**src/rtl/cache_dm_wb_param_if.sv**
```systemverilog
// CPU-side and memory-side bus bundle for the direct-mapped write-back cache.
// Defining CACHE_STATS_EN adds the hit/miss/write-back counter outputs.
interface cache_dm_wb_param_if #(
  parameter int ADDR_W         = 10,
  parameter int DATA_W         = 32,
  parameter int WORDS_PER_LINE = 4
);
  localparam int LINE_W = DATA_W * WORDS_PER_LINE;

  logic              cpu_req;
  logic              cpu_we;
  logic [ADDR_W-1:0] cpu_addr;
  logic [DATA_W-1:0] cpu_wdata;
  logic              cpu_ready;
  logic              cpu_valid;
  logic [DATA_W-1:0] cpu_rdata;
  logic              cpu_hit;

  logic              mem_req;
  logic              mem_we;
  logic [ADDR_W-1:0] mem_addr;
  logic [LINE_W-1:0] mem_wdata;
  logic [LINE_W-1:0] mem_rdata;
  logic              mem_ack;

`ifdef CACHE_STATS_EN
  logic [31:0]       stat_hits;
  logic [31:0]       stat_misses;
  logic [31:0]       stat_wbacks;
`endif

  // The cache itself is the slave; the CPU/memory environment is the master.
  modport slave (
    input  cpu_req, cpu_we, cpu_addr, cpu_wdata, mem_rdata, mem_ack,
    output cpu_ready, cpu_valid, cpu_rdata, cpu_hit,
           mem_req, mem_we, mem_addr, mem_wdata
`ifdef CACHE_STATS_EN
    , output stat_hits, stat_misses, stat_wbacks
`endif
  );

  modport master (
    output cpu_req, cpu_we, cpu_addr, cpu_wdata, mem_rdata, mem_ack,
    input  cpu_ready, cpu_valid, cpu_rdata, cpu_hit,
           mem_req, mem_we, mem_addr, mem_wdata
`ifdef CACHE_STATS_EN
    , input stat_hits, stat_misses, stat_wbacks
`endif
  );
endinterface

```
**src/rtl/cache_dm_wb_param.sv**
```systemverilog
// Clocked direct-mapped, write-back, write-allocate data cache with req/ready/valid handshakes.
// Optional saturating statistics counters are enabled by defining CACHE_STATS_EN.
module cache_dm_wb_param #(
  parameter int ADDR_W         = 10,
  parameter int DATA_W         = 32,
  parameter int WORDS_PER_LINE = 4,
  parameter int NUM_LINES      = 4
) (
  input logic                clk,
  input logic                rst,
  cache_dm_wb_param_if.slave bus
);
  localparam int LINE_W = DATA_W * WORDS_PER_LINE;
  localparam int BYTE_W = $clog2(DATA_W / 8);
  localparam int WOFF_W = $clog2(WORDS_PER_LINE);
  localparam int OFF_W  = BYTE_W + WOFF_W;
  localparam int IDX_W  = $clog2(NUM_LINES);
  localparam int TAG_W  = ADDR_W - IDX_W - OFF_W;

  typedef enum logic [1:0] {IDLE, LOOKUP, WRITEBACK, REFILL} state_e;

  state_e              state_q, state_d;
  logic                ready_q, ready_d;
  logic                missFlag_q, missFlag_d;
  logic                reqWe_q;
  logic [ADDR_W-1:0]   reqAddr_q;
  logic [DATA_W-1:0]   reqWdata_q;
  logic                accept;

  logic [NUM_LINES-1:0] valid_q, valid_d;
  logic [NUM_LINES-1:0] dirty_q, dirty_d;
  logic [TAG_W-1:0]     tag_q [NUM_LINES];
  logic [TAG_W-1:0]     tag_d [NUM_LINES];
  logic [LINE_W-1:0]    data_q [NUM_LINES];
  logic                 lineWe;
  logic [LINE_W-1:0]    lineWdata;

  logic                cpuValid_q, cpuValid_d;
  logic                cpuHit_q, cpuHit_d;
  logic [DATA_W-1:0]   cpuRdata_q, cpuRdata_d;
  logic                memReq_q, memReq_d;
  logic                memWe_q, memWe_d;
  logic [ADDR_W-1:0]   memAddr_q, memAddr_d;
  logic [LINE_W-1:0]   memWdata_q, memWdata_d;
  logic                wbDone;

  logic [TAG_W-1:0]    reqTag;
  logic [IDX_W-1:0]    reqIdx;
  logic [WOFF_W-1:0]   reqWord;
  logic [TAG_W-1:0]    curTag;
  logic [LINE_W-1:0]   curLine;
  logic                hit;
  logic                memAck;
  logic                unusedAddr;

  assign reqTag     = reqAddr_q[ADDR_W-1 -: TAG_W];
  assign reqIdx     = reqAddr_q[OFF_W +: IDX_W];
  assign reqWord    = reqAddr_q[BYTE_W +: WOFF_W];
  assign curTag     = tag_q[reqIdx];
  assign curLine    = data_q[reqIdx];
  assign hit        = valid_q[reqIdx] && (curTag == reqTag);
  // An acknowledge is only meaningful while a memory request is outstanding.
  assign memAck     = bus.mem_ack && memReq_q;
  assign unusedAddr = ^reqAddr_q;

  always_comb begin
    state_d    = state_q;
    missFlag_d = missFlag_q;
    accept     = 1'b0;
    valid_d    = valid_q;
    dirty_d    = dirty_q;
    tag_d      = tag_q;
    lineWe     = 1'b0;
    lineWdata  = curLine;
    cpuValid_d = 1'b0;
    cpuHit_d   = 1'b0;
    cpuRdata_d = cpuRdata_q;
    memReq_d   = memReq_q;
    memWe_d    = memWe_q;
    memAddr_d  = memAddr_q;
    memWdata_d = memWdata_q;
    wbDone     = 1'b0;
    unique case (state_q)
      IDLE: begin
        if (ready_q && bus.cpu_req) begin
          accept     = 1'b1;
          missFlag_d = 1'b0;
          state_d    = LOOKUP;
        end
      end
      LOOKUP: begin
        if (hit) begin
          cpuValid_d = 1'b1;
          cpuHit_d   = !missFlag_q;
          state_d    = IDLE;
          if (reqWe_q) begin
            lineWdata[reqWord*DATA_W +: DATA_W] = reqWdata_q;
            lineWe           = 1'b1;
            dirty_d[reqIdx]  = 1'b1;
          end else begin
            cpuRdata_d = curLine[reqWord*DATA_W +: DATA_W];
          end
        end else begin
          missFlag_d = 1'b1;
          memReq_d   = 1'b1;
          if (valid_q[reqIdx] && dirty_q[reqIdx]) begin
            state_d    = WRITEBACK;
            memWe_d    = 1'b1;
            memAddr_d  = {curTag, reqIdx, {OFF_W{1'b0}}};
            memWdata_d = curLine;
          end else begin
            state_d   = REFILL;
            memWe_d   = 1'b0;
            memAddr_d = {reqTag, reqIdx, {OFF_W{1'b0}}};
          end
        end
      end
      WRITEBACK: begin
        // The refill request follows straight on; mem_req stays high across the switch.
        if (memAck) begin
          dirty_d[reqIdx] = 1'b0;
          wbDone          = 1'b1;
          state_d         = REFILL;
          memWe_d         = 1'b0;
          memAddr_d       = {reqTag, reqIdx, {OFF_W{1'b0}}};
        end
      end
      REFILL: begin
        if (memAck) begin
          memReq_d        = 1'b0;
          lineWe          = 1'b1;
          lineWdata       = bus.mem_rdata;
          valid_d[reqIdx] = 1'b1;
          dirty_d[reqIdx] = 1'b0;
          tag_d[reqIdx]   = reqTag;
          state_d         = LOOKUP;
        end
      end
      default: state_d = IDLE;
    endcase
    ready_d = (state_d == IDLE);
  end

  always_ff @(posedge clk or posedge rst) begin
    if (rst) begin
      state_q    <= IDLE;
      ready_q    <= 1'b0;
      missFlag_q <= 1'b0;
      reqWe_q    <= 1'b0;
      reqAddr_q  <= '0;
      reqWdata_q <= '0;
      valid_q    <= '0;
      dirty_q    <= '0;
      tag_q      <= '{default: '0};
      cpuValid_q <= 1'b0;
      cpuHit_q   <= 1'b0;
      cpuRdata_q <= '0;
      memReq_q   <= 1'b0;
      memWe_q    <= 1'b0;
      memAddr_q  <= '0;
      memWdata_q <= '0;
    end else begin
      state_q    <= state_d;
      ready_q    <= ready_d;
      missFlag_q <= missFlag_d;
      if (accept) begin
        reqWe_q    <= bus.cpu_we;
        reqAddr_q  <= bus.cpu_addr;
        reqWdata_q <= bus.cpu_wdata;
      end
      valid_q    <= valid_d;
      dirty_q    <= dirty_d;
      tag_q      <= tag_d;
      cpuValid_q <= cpuValid_d;
      cpuHit_q   <= cpuHit_d;
      cpuRdata_q <= cpuRdata_d;
      memReq_q   <= memReq_d;
      memWe_q    <= memWe_d;
      memAddr_q  <= memAddr_d;
      memWdata_q <= memWdata_d;
    end
  end

  // Line storage carries no reset; the valid bits guard its contents.
  always_ff @(posedge clk) begin
    if (lineWe) begin
      data_q[reqIdx] <= lineWdata;
    end
  end

  assign bus.cpu_ready = ready_q;
  assign bus.cpu_valid = cpuValid_q;
  assign bus.cpu_hit   = cpuHit_q;
  assign bus.cpu_rdata = cpuRdata_q;
  assign bus.mem_req   = memReq_q;
  assign bus.mem_we    = memWe_q;
  assign bus.mem_addr  = memAddr_q;
  assign bus.mem_wdata = memWdata_q;

`ifdef CACHE_STATS_EN
  logic [31:0] statHits_q, statMisses_q, statWbacks_q;

  // Counters saturate at all-ones and count in step with the registered outputs.
  always_ff @(posedge clk or posedge rst) begin
    if (rst) begin
      statHits_q   <= '0;
      statMisses_q <= '0;
      statWbacks_q <= '0;
    end else begin
      if (cpuValid_d && cpuHit_d && !(&statHits_q)) begin
        statHits_q <= statHits_q + 32'd1;
      end
      if (cpuValid_d && !cpuHit_d && !(&statMisses_q)) begin
        statMisses_q <= statMisses_q + 32'd1;
      end
      if (wbDone && !(&statWbacks_q)) begin
        statWbacks_q <= statWbacks_q + 32'd1;
      end
    end
  end

  assign bus.stat_hits   = statHits_q;
  assign bus.stat_misses = statMisses_q;
  assign bus.stat_wbacks = statWbacks_q;
`endif
endmodule

```
**src/flat_wrapper.sv**
```systemverilog
// flat-port wrapper written by rule: the top's interface ports become plain ports
module cache_dm_wb_param_flat 
#(
  parameter int ADDR_W         = 10,
  parameter int DATA_W         = 32,
  parameter int WORDS_PER_LINE = 4,
  parameter int NUM_LINES      = 4
)
  (clk, rst, bus_cpu_req, bus_cpu_we, bus_cpu_addr, bus_cpu_wdata, bus_mem_rdata, bus_mem_ack, bus_cpu_ready, bus_cpu_valid, bus_cpu_rdata, bus_cpu_hit, bus_mem_req, bus_mem_we, bus_mem_addr, bus_mem_wdata);
  cache_dm_wb_param_if #(.ADDR_W(ADDR_W), .DATA_W(DATA_W), .WORDS_PER_LINE(WORDS_PER_LINE)) bus_i ();
  input logic clk;
  input logic rst;
  input wire logic [$bits(bus_i.cpu_req)-1:0] bus_cpu_req;
  input wire logic [$bits(bus_i.cpu_we)-1:0] bus_cpu_we;
  input wire logic [$bits(bus_i.cpu_addr)-1:0] bus_cpu_addr;
  input wire logic [$bits(bus_i.cpu_wdata)-1:0] bus_cpu_wdata;
  input wire logic [$bits(bus_i.mem_rdata)-1:0] bus_mem_rdata;
  input wire logic [$bits(bus_i.mem_ack)-1:0] bus_mem_ack;
  output wire logic [$bits(bus_i.cpu_ready)-1:0] bus_cpu_ready;
  output wire logic [$bits(bus_i.cpu_valid)-1:0] bus_cpu_valid;
  output wire logic [$bits(bus_i.cpu_rdata)-1:0] bus_cpu_rdata;
  output wire logic [$bits(bus_i.cpu_hit)-1:0] bus_cpu_hit;
  output wire logic [$bits(bus_i.mem_req)-1:0] bus_mem_req;
  output wire logic [$bits(bus_i.mem_we)-1:0] bus_mem_we;
  output wire logic [$bits(bus_i.mem_addr)-1:0] bus_mem_addr;
  output wire logic [$bits(bus_i.mem_wdata)-1:0] bus_mem_wdata;
  assign bus_i.cpu_req = bus_cpu_req;
  assign bus_i.cpu_we = bus_cpu_we;
  assign bus_i.cpu_addr = bus_cpu_addr;
  assign bus_i.cpu_wdata = bus_cpu_wdata;
  assign bus_i.mem_rdata = bus_mem_rdata;
  assign bus_i.mem_ack = bus_mem_ack;
  assign bus_cpu_ready = bus_i.cpu_ready;
  assign bus_cpu_valid = bus_i.cpu_valid;
  assign bus_cpu_rdata = bus_i.cpu_rdata;
  assign bus_cpu_hit = bus_i.cpu_hit;
  assign bus_mem_req = bus_i.mem_req;
  assign bus_mem_we = bus_i.mem_we;
  assign bus_mem_addr = bus_i.mem_addr;
  assign bus_mem_wdata = bus_i.mem_wdata;
  cache_dm_wb_param #(.ADDR_W(ADDR_W), .DATA_W(DATA_W), .WORDS_PER_LINE(WORDS_PER_LINE), .NUM_LINES(NUM_LINES)) u_core (.clk(clk), .rst(rst), .bus(bus_i));
endmodule
```
**config.mk**
```make
export PLATFORM = sky130hd
export DESIGN_NAME = cache_dm_wb_param_flat
export DESIGN_NICKNAME = d
export VERILOG_FILES = /design/src/rtl/cache_dm_wb_param_if.sv /design/src/rtl/cache_dm_wb_param.sv /design/src/flat_wrapper.sv
export SDC_FILE = /design/constraint.sdc
export NUM_CORES = 1
export LEC_CHECK = 0
export CAP_MARGIN = 0
export CORE_ASPECT_RATIO = 1.4
export CORE_UTILIZATION = 40
export CTS_CLUSTER_DIAMETER = 100
export CTS_CLUSTER_SIZE = 8
export DETAILED_ROUTE_END_ITERATION = 6
export PLACE_DENSITY_LB_ADDON = 0.08
export SLEW_MARGIN = 20
export SYNTH_ARGS = -nofsm -noshare
export SYNTH_HDL_FRONTEND = slang
export SYNTH_SLANG_ARGS = --single-unit
```
**constraint.sdc**
```tcl
create_clock -name clk -period 18.65 [get_ports clk]
set_input_delay 1.865 -clock clk [delete_from_list [all_inputs] [get_ports clk]]
set_output_delay 1.865 -clock clk [all_outputs]
set_load 0.005 [all_outputs]
```
# == Word-level counts from Yosys, hierarchy flattened ==
# Memory sizes are Yosys's and may differ from the RTL's.
# Index checks and enable logic that the tools add are counted.
# word_totals
output_inout_bits,175
mem_count,1
ramBits,512
ff_bits,245
# op_classes
n_reduce_logical,21
n_lt_le_gt_ge,4
mux,51
bitwise_logic,7
n_addsub,1
shift,3
n_eq_ne,11
# memory_table
memory,depth,word_bits,rd,rd_ports_with_merged_regs,wr,line,text
u_core.data_q,4,128,1,0,1,cache_dm_wb_param.sv:34,logic [LINE_W-1:0] data_q [NUM_LINES];
# op_table
operator,n
2-to-1 mux 128 bit,3
case mux 128 bit (2 select lines),1
bitwise mux 128 bit,1
"variable shift 32 x 34 -> 128 bit, first input constant",1
variable part select 128 x 8 -> 32 bit,1
variable part select 32 x 34 -> 128 bit,1
negator 7 -> 34 bit,1
2-to-1 mux 10 bit,3
2-to-1 mux 4 bit,6
2-to-1 mux 1 bit,20
case mux 10 bit (2 select lines),1
bitwise mux 16 bit,1
AND reduction 3 bit,5
"inequality test 2 x 1 -> 1 bit, second input constant",6
binary-select mux 4 bit (select 2 bit),1
demux 4 bit (select 2 bit),1
2-to-1 mux 2 bit,4
OR 4 bit,2
case mux 1 bit (2 select lines),4
case mux 2 bit (4 select lines),1
case mux 4 bit (2 select lines),1
nonzero test 2 bit,4
logical AND 1 bit,6
bitwise AND 4 bit,1
18 further kinds,22

# == Logic depth before layout (Yosys ltp) ==
# depth
depth_word,10
depth_mapped,11
depth_no_buf,6

# == Worst setup path before layout ==
# Ideal clock, no wire load.
# synth_timing
kind,input to register
startpoint,in bus_mem_ack
endpoint,mem u_core.data_q[0][0] in the netlist's numbering (enable)
path_buffers,2
arrival_time_ps,11407
path_slack_ps,6471
cell_stages,6
path_cell_list,and3_1 clkbuf_1 and2_1 clkbuf_1 a21oi_1 nor3_1
# synth_between
elab_chain_cells,5
# synth_lines
element,line,text
start: declaration,flat_wrapper.sv:18,input wire logic [$bits(bus_i.mem_ack)-1:0] bus_mem_ack;
logical AND 1 bit,cache_dm_wb_param.sv:63,assign memAck = bus.mem_ack && memReq_q;
2-to-1 mux 1 bit,cache_dm_wb_param.sv:129,if (memAck) begin
case mux 1 bit (2 select lines),cache_dm_wb_param.sv:83,unique case (state_q)
2-to-1 mux 1 bit,cache_dm_wb_param.sv:186,if (lineWe) begin
2-to-1 mux 1 bit (not written as such),cache_dm_wb_param.sv:187,data_q[reqIdx] <= lineWdata;
end: declaration,cache_dm_wb_param.sv:34,
# Every way passes these cells.

# == Worst setup path after layout ==
# layout_timing
startpoint,reg u_core.reqAddr_q[5]
endpoint,mem u_core.data_q[2][106] in the netlist's numbering (enable)
# layout_between
elab_chain_cells,10
# layout_lines
element,line,text
start: declaration,cache_dm_wb_param.sv:26,logic [ADDR_W-1:0] reqAddr_q;
start signal: assignment,cache_dm_wb_param.sv:168,reqAddr_q <= bus.cpu_addr;
inverter 2 -> 3 bit (not written as such),cache_dm_wb_param.sv:59,assign curTag = tag_q[reqIdx];
binary-select mux 4 bit (select 2 bit),cache_dm_wb_param.sv:59,
2-to-1 mux 4 bit (not written as such) (2 in series),cache_dm_wb_param.sv:59,
equality test 4 bit,cache_dm_wb_param.sv:61,assign hit = valid_q[reqIdx] && (curTag == reqTag);
logical AND 1 bit,cache_dm_wb_param.sv:61,
2-to-1 mux 1 bit,cache_dm_wb_param.sv:92,if (hit) begin
case mux 1 bit (2 select lines),cache_dm_wb_param.sv:83,
2-to-1 mux 1 bit,cache_dm_wb_param.sv:186,
2-to-1 mux 1 bit (not written as such),cache_dm_wb_param.sv:187,
# Several ways; a longest one is shown, not always the timed one. The select of a mux whose other input is x is not followed.

==> metrics.txt <==
# TYPE chip_impl_metric gauge
chip_impl_info{name="critical_path_class",value="flip-flop to flip-flop"} 1
chip_impl_metric{name="port-buffer-count",unit=""} 343
chip_impl_info{name="gr-max-usage-layer",value="met2"} 1
chip_impl_metric{name="cp_data_arrival_time",unit="ns"} 6.71
chip_impl_metric{name="coreArea",unit="mm^2"} 0.0777
chip_impl_metric{name="yosys.cell_types.count",unit=""} 46
chip_impl_metric{name="tightest_slew",unit="ns"} 1.14
chip_impl_metric{name="cts_setup_buffers",unit=""} 0
chip_impl_metric{name="top_level_ports",unit=""} 350
chip_impl_metric{name="timing.critical_path.buf_inv",unit=""} 3
chip_impl_metric{name="yosysWarningCount",unit=""} 0
chip_impl_metric{name="p_comb_share",unit="%"} 17.4
chip_impl_metric{name="syn_to_final_growth",unit="%"} 24.1
chip_impl_metric{name="final_nets",unit=""} 2253
chip_impl_metric{name="timing.max_slew.rel_slack",unit="%"} 23.6
chip_impl_metric{name="h-tree-depth",unit=""} 3
chip_impl_metric{name="synth_sequential_area_ratio",unit="%"} 68.3
chip_impl_metric{name="dr.pass1.iters",unit=""} 5
chip_impl_metric{name="hpwl",unit="um"} 57900
chip_impl_metric{name="ir_drop",unit="uV"} 72.4
chip_impl_metric{name="max-cap-violations",unit=""} 0
chip_impl_metric{name="finalHoldViolations",unit=""} 0
chip_impl_metric{name="p_leak",unit="nW"} 14.2
chip_impl_metric{name="routed-via-count",unit=""} 18700
chip_impl_metric{name="place.detailed.instances",unit=""} 3013
chip_impl_info{name="crit_path_start_kind",value="flip-flop"} 1
chip_impl_metric{name="use_met3",unit="%"} 3.93
chip_impl_metric{name="pwr-share-seq",unit="%"} 44.4
chip_impl_metric{name="final_antenna_net_count",unit=""} 0
chip_impl_metric{name="slowest_cell_delay_on_critical_path",unit="ns"} 0.89
chip_impl_metric{name="std_cell_rows",unit=""} 121
chip_impl_info{name="synth_largest_area_cell",value="edfxtp_1"} 1
chip_impl_info{name="cp_common_cell",value="buf_4"} 1
chip_impl_info{name="path_cells",value="buf_4 > mux4_2 > xnor2_1 > nand2_1 > nor2_2 > a21oi_1 > nor2_4 > buf_4 > buf_4"} 1
chip_impl_metric{name="number_of_enable_type_register_cells_in_the_synthesized_netlist",unit=""} 512
chip_impl_metric{name="swShare",unit="%"} 25.2
chip_impl_metric{name="finalInstanceArea",unit="mm^2"} 0.0388
chip_impl_metric{name="grt.total_usage",unit="%"} 24.9
chip_impl_info{name="post-synth-top-count-cell",value="edfxtp_1"} 1
chip_impl_info{name="critical_path_sink_type",value="flip-flop"} 1
chip_impl_metric{name="antenna_found_initial",unit=""} 4
chip_impl_metric{name="post-synth-top-area-fraction",unit="%"} 49.1
chip_impl_metric{name="cell_count_after_synthesis",unit=""} 1713
chip_impl_metric{name="detail_route.drc_violations",unit=""} 0
chip_impl_info{name="rsz0062_at_grt",value="false"} 1
chip_impl_metric{name="ys_seq_elements",unit=""} 751
chip_impl_info{name="top_area_cells_in_the_synthesized_netlist",value="edfxtp_1 49%, dfrtp_1 19%, mux4_2 12%"} 1
chip_impl_metric{name="global_route.usage.met2",unit="%"} 41.4
chip_impl_info{name="cts_tree",value="done"} 1
chip_impl_metric{name="grt_util_met1",unit="%"} 33.2
chip_impl_metric{name="timing.final.crit_period",unit="ns"} 6.45
chip_impl_info{name="synth_top_flop_cell",value="edfxtp_1"} 1
chip_impl_metric{name="cts.sink_count",unit=""} 751
chip_impl_metric{name="share_clk_of_total_power",unit="%"} 38.2
chip_impl_metric{name="final.period_utilization",unit="%"} 34.6
chip_impl_metric{name="setup-violations-final",unit=""} 0
chip_impl_metric{name="clk_path_buf_depth",unit=""} 3
chip_impl_info{name="status",value="finished clean"} 1
chip_impl_metric{name="post_synth_instance_area",unit="mm^2"} 0.0313
chip_impl_metric{name="die_height",unit="um"} 333
chip_impl_metric{name="slew_viol_final",unit=""} 0
chip_impl_metric{name="placement.cell_area",unit="mm^2"} 0.0358
chip_impl_metric{name="routedWlPerCell",unit="um"} 30.5
chip_impl_metric{name="power.switching",unit="mW"} 1.16
chip_impl_metric{name="die_w",unit="um"} 238
chip_impl_metric{name="cts_made_buffers",unit=""} 103
chip_impl_metric{name="fmaxAchievable",unit="MHz"} 155
chip_impl_metric{name="clock_skew",unit="ns"} 0.0161
chip_impl_metric{name="initial_utilization",unit="%"} 40.3
chip_impl_metric{name="clkLatencyLatePin",unit="ns"} 0.66
chip_impl_metric{name="cts.reportedPaths.clkPinSlew",unit="ns"} 0.05
chip_impl_metric{name="syn_area_per_cell",unit="um^2"} 18.3
chip_impl_metric{name="cts-resized-gates",unit=""} 0
chip_impl_metric{name="design.die.area",unit="mm^2"} 0.0794
chip_impl_info{name="crit_slowest_cell",value="buf_4"} 1
chip_impl_metric{name="grt_pass1_vias",unit=""} 19800
chip_impl_metric{name="final_core_util",unit="%"} 50.0
chip_impl_metric{name="initialDrtViolationCount",unit=""} 1531
chip_impl_metric{name="finalSetupTns",unit="ns"} 0
chip_impl_info{name="clk_root_buffer_cell",value="clkbuf_16"} 1
chip_impl_metric{name="routability_cong",unit=""} 0.745
chip_impl_metric{name="power.density",unit="mW/mm^2"} 119
chip_impl_metric{name="overflow",unit=""} 0
chip_impl_metric{name="worstPathRequired",unit="ns"} 18.91
chip_impl_metric{name="drt_wl_total",unit="um"} 97800
chip_impl_info{name="post_synth_most_frequent_cells",value="512 x edfxtp_1, 239 x dfrtp_1, 206 x mux2_2"} 1
chip_impl_info{name="path_delay_family",value="buffers and inverters"} 1
chip_impl_metric{name="wire_length_of_the_first_global_routing_pass",unit="um"} 141000
chip_impl_metric{name="asyncSetResetFlopFracSynth",unit="%"} 31.8
chip_impl_metric{name="layout-drive-gt1-share",unit="%"} 25.9
chip_impl_metric{name="cell_internal_pwr",unit="mW"} 3.45
chip_impl_metric{name="hold_buf_count_cts",unit=""} 0
chip_impl_metric{name="crit_fanout",unit=""} 61
chip_impl_metric{name="vias_per_cell",unit=""} 5.83
chip_impl_metric{name="fin_cells",unit=""} 3210
chip_impl_info{name="worstHoldPathType",value="flip-flop to flip-flop"} 1
chip_impl_metric{name="largest_net_degree_at_the_start_of_global_routing",unit=""} 129
==> layout make-up <==
cell class / instances / area (um^2)
fillers: 6577 / 38800
flip-flops and latches: 751 / 21400
multi-input cells: 830 / 9390
repair buffers: 376 / 3700
clock buffers: 192 / 3000
well taps: 1045 / 1310
inverters: 11 / 48.8
clock inverters: 3 / 26.3
diodes: 2 / 5.00
==> worst paths after layout <==
check / start / end / slack (ns) / depth (start not counted)
max: u_core.reqAddr_q[5] / u_core.data_q[2][106] / 12.20 / 9
min reg2reg: u_core.missFlag_q / u_core.bus.cpu_hit / 0.44 / 1
min in group asynchronous: rst / u_core.bus.mem_wdata[100] / 1.63 / 2
max in group asynchronous: rst / u_core.bus.mem_wdata[87] / 14.81 / 4
max reg2reg: u_core.reqAddr_q[5] / u_core.data_q[2][106] / 12.20 / 9
min: u_core.missFlag_q / u_core.bus.cpu_hit / 0.44 / 1
==> per-stage QoR <==
step           hold slack (ns)  setup slack, ns  power (mW)
3_3_place_gp             0.437            11.52        2.87
4_1_cts                  0.447            12.06        4.67
3_5_place_dp             0.441            11.46        2.89
2_1_floorplan            0.413             6.47        2.44
6_report                 0.440            12.20        4.62
5_1_grt                  0.478            11.81        4.79
==> kinds of logic after synthesis <==
family / synth area share, %
other: 0.0120
buffers and inverters: 2.23
DFF: 68.3
adders and majority gates: 0.200
and+or+nand+nor: 4.14
xor gates and xnor gates: 0.112
AOI/OAI and AO/OA: 5.00
muxes: 20.1
==> routing by layer <==
metal  share of wire, %  wire [um]  vias up
met5              0.035         34        -
met4                2.7       2650        6
met3                6.1       5940      141
met2                 50      49100      798
met1                 41      40100    10000
li1                   -          -     7733
==> registers in the layout, indices dropped and copies added (netlist names), 2 cells and up, named ones only <==
name                  count
u_core.bus.mem_addr       6
u_core.bus.mem_wdata    128
u_core.state_q            2
u_core.reqAddr_q          8
u_core.bus.cpu_rdata     32
u_core.tag_q             16
u_core.valid_q            4
u_core.data_q           512
u_core.reqWdata_q        32
==> placed cells by master (no fill, tap or decap), types with 4 or more instances in the layout <==
cell type	n
edfxtp_1	512
clkdlybuf4s50_1	343
dfrtp_1	234
mux2_2	206
mux4_2	165
clkbuf_16	107
a221o_1	89
and3_1	85
clkbuf_1	85
nor2_1	49
nor3_1	46
a21oi_1	31
buf_4	31
mux2_1	19
nand2_1	19
a21o_1	12
o221a_2	11
inv_1	9
o22ai_1	8
a211oi_1	7
a32o_1	7
a22oi_1	7
o21ai_0	6
and2_1	5
ha_1	5
xnor2_1	4
conb_1	4
==> worst reg2reg max path: cells and delay by family (launching register included) <==
| family | cells | cell delay [ns] |
|---|---|---|
| xor gates and xnor gates | 1 | 0.23 |
| DFF | 1 | 0.74 |
| and+or+nand+nor | 3 | 1.52 |
| AOI/OAI and AO/OA | 1 | 0.41 |
| buffers and inverters | 3 | 2.58 |
| muxes | 1 | 0.47 |
==> power by group through the flow <==
| stage | registers (mW) | logic (mW) | clock network (mW) |
|---|---|---|---|
| finish | 2.05 | 0.804 | 1.76 |
| global route | 2.07 | 0.857 | 1.87 |
| CTS | 2.05 | 0.812 | 1.80 |
| detailed placement | 2.08 | 0.808 | 0 |
| global placement | 2.08 | 0.795 | 0 |
| floorplan | 2.05 | 0.397 | 0 |
Power figures use the tool's default switching activity.
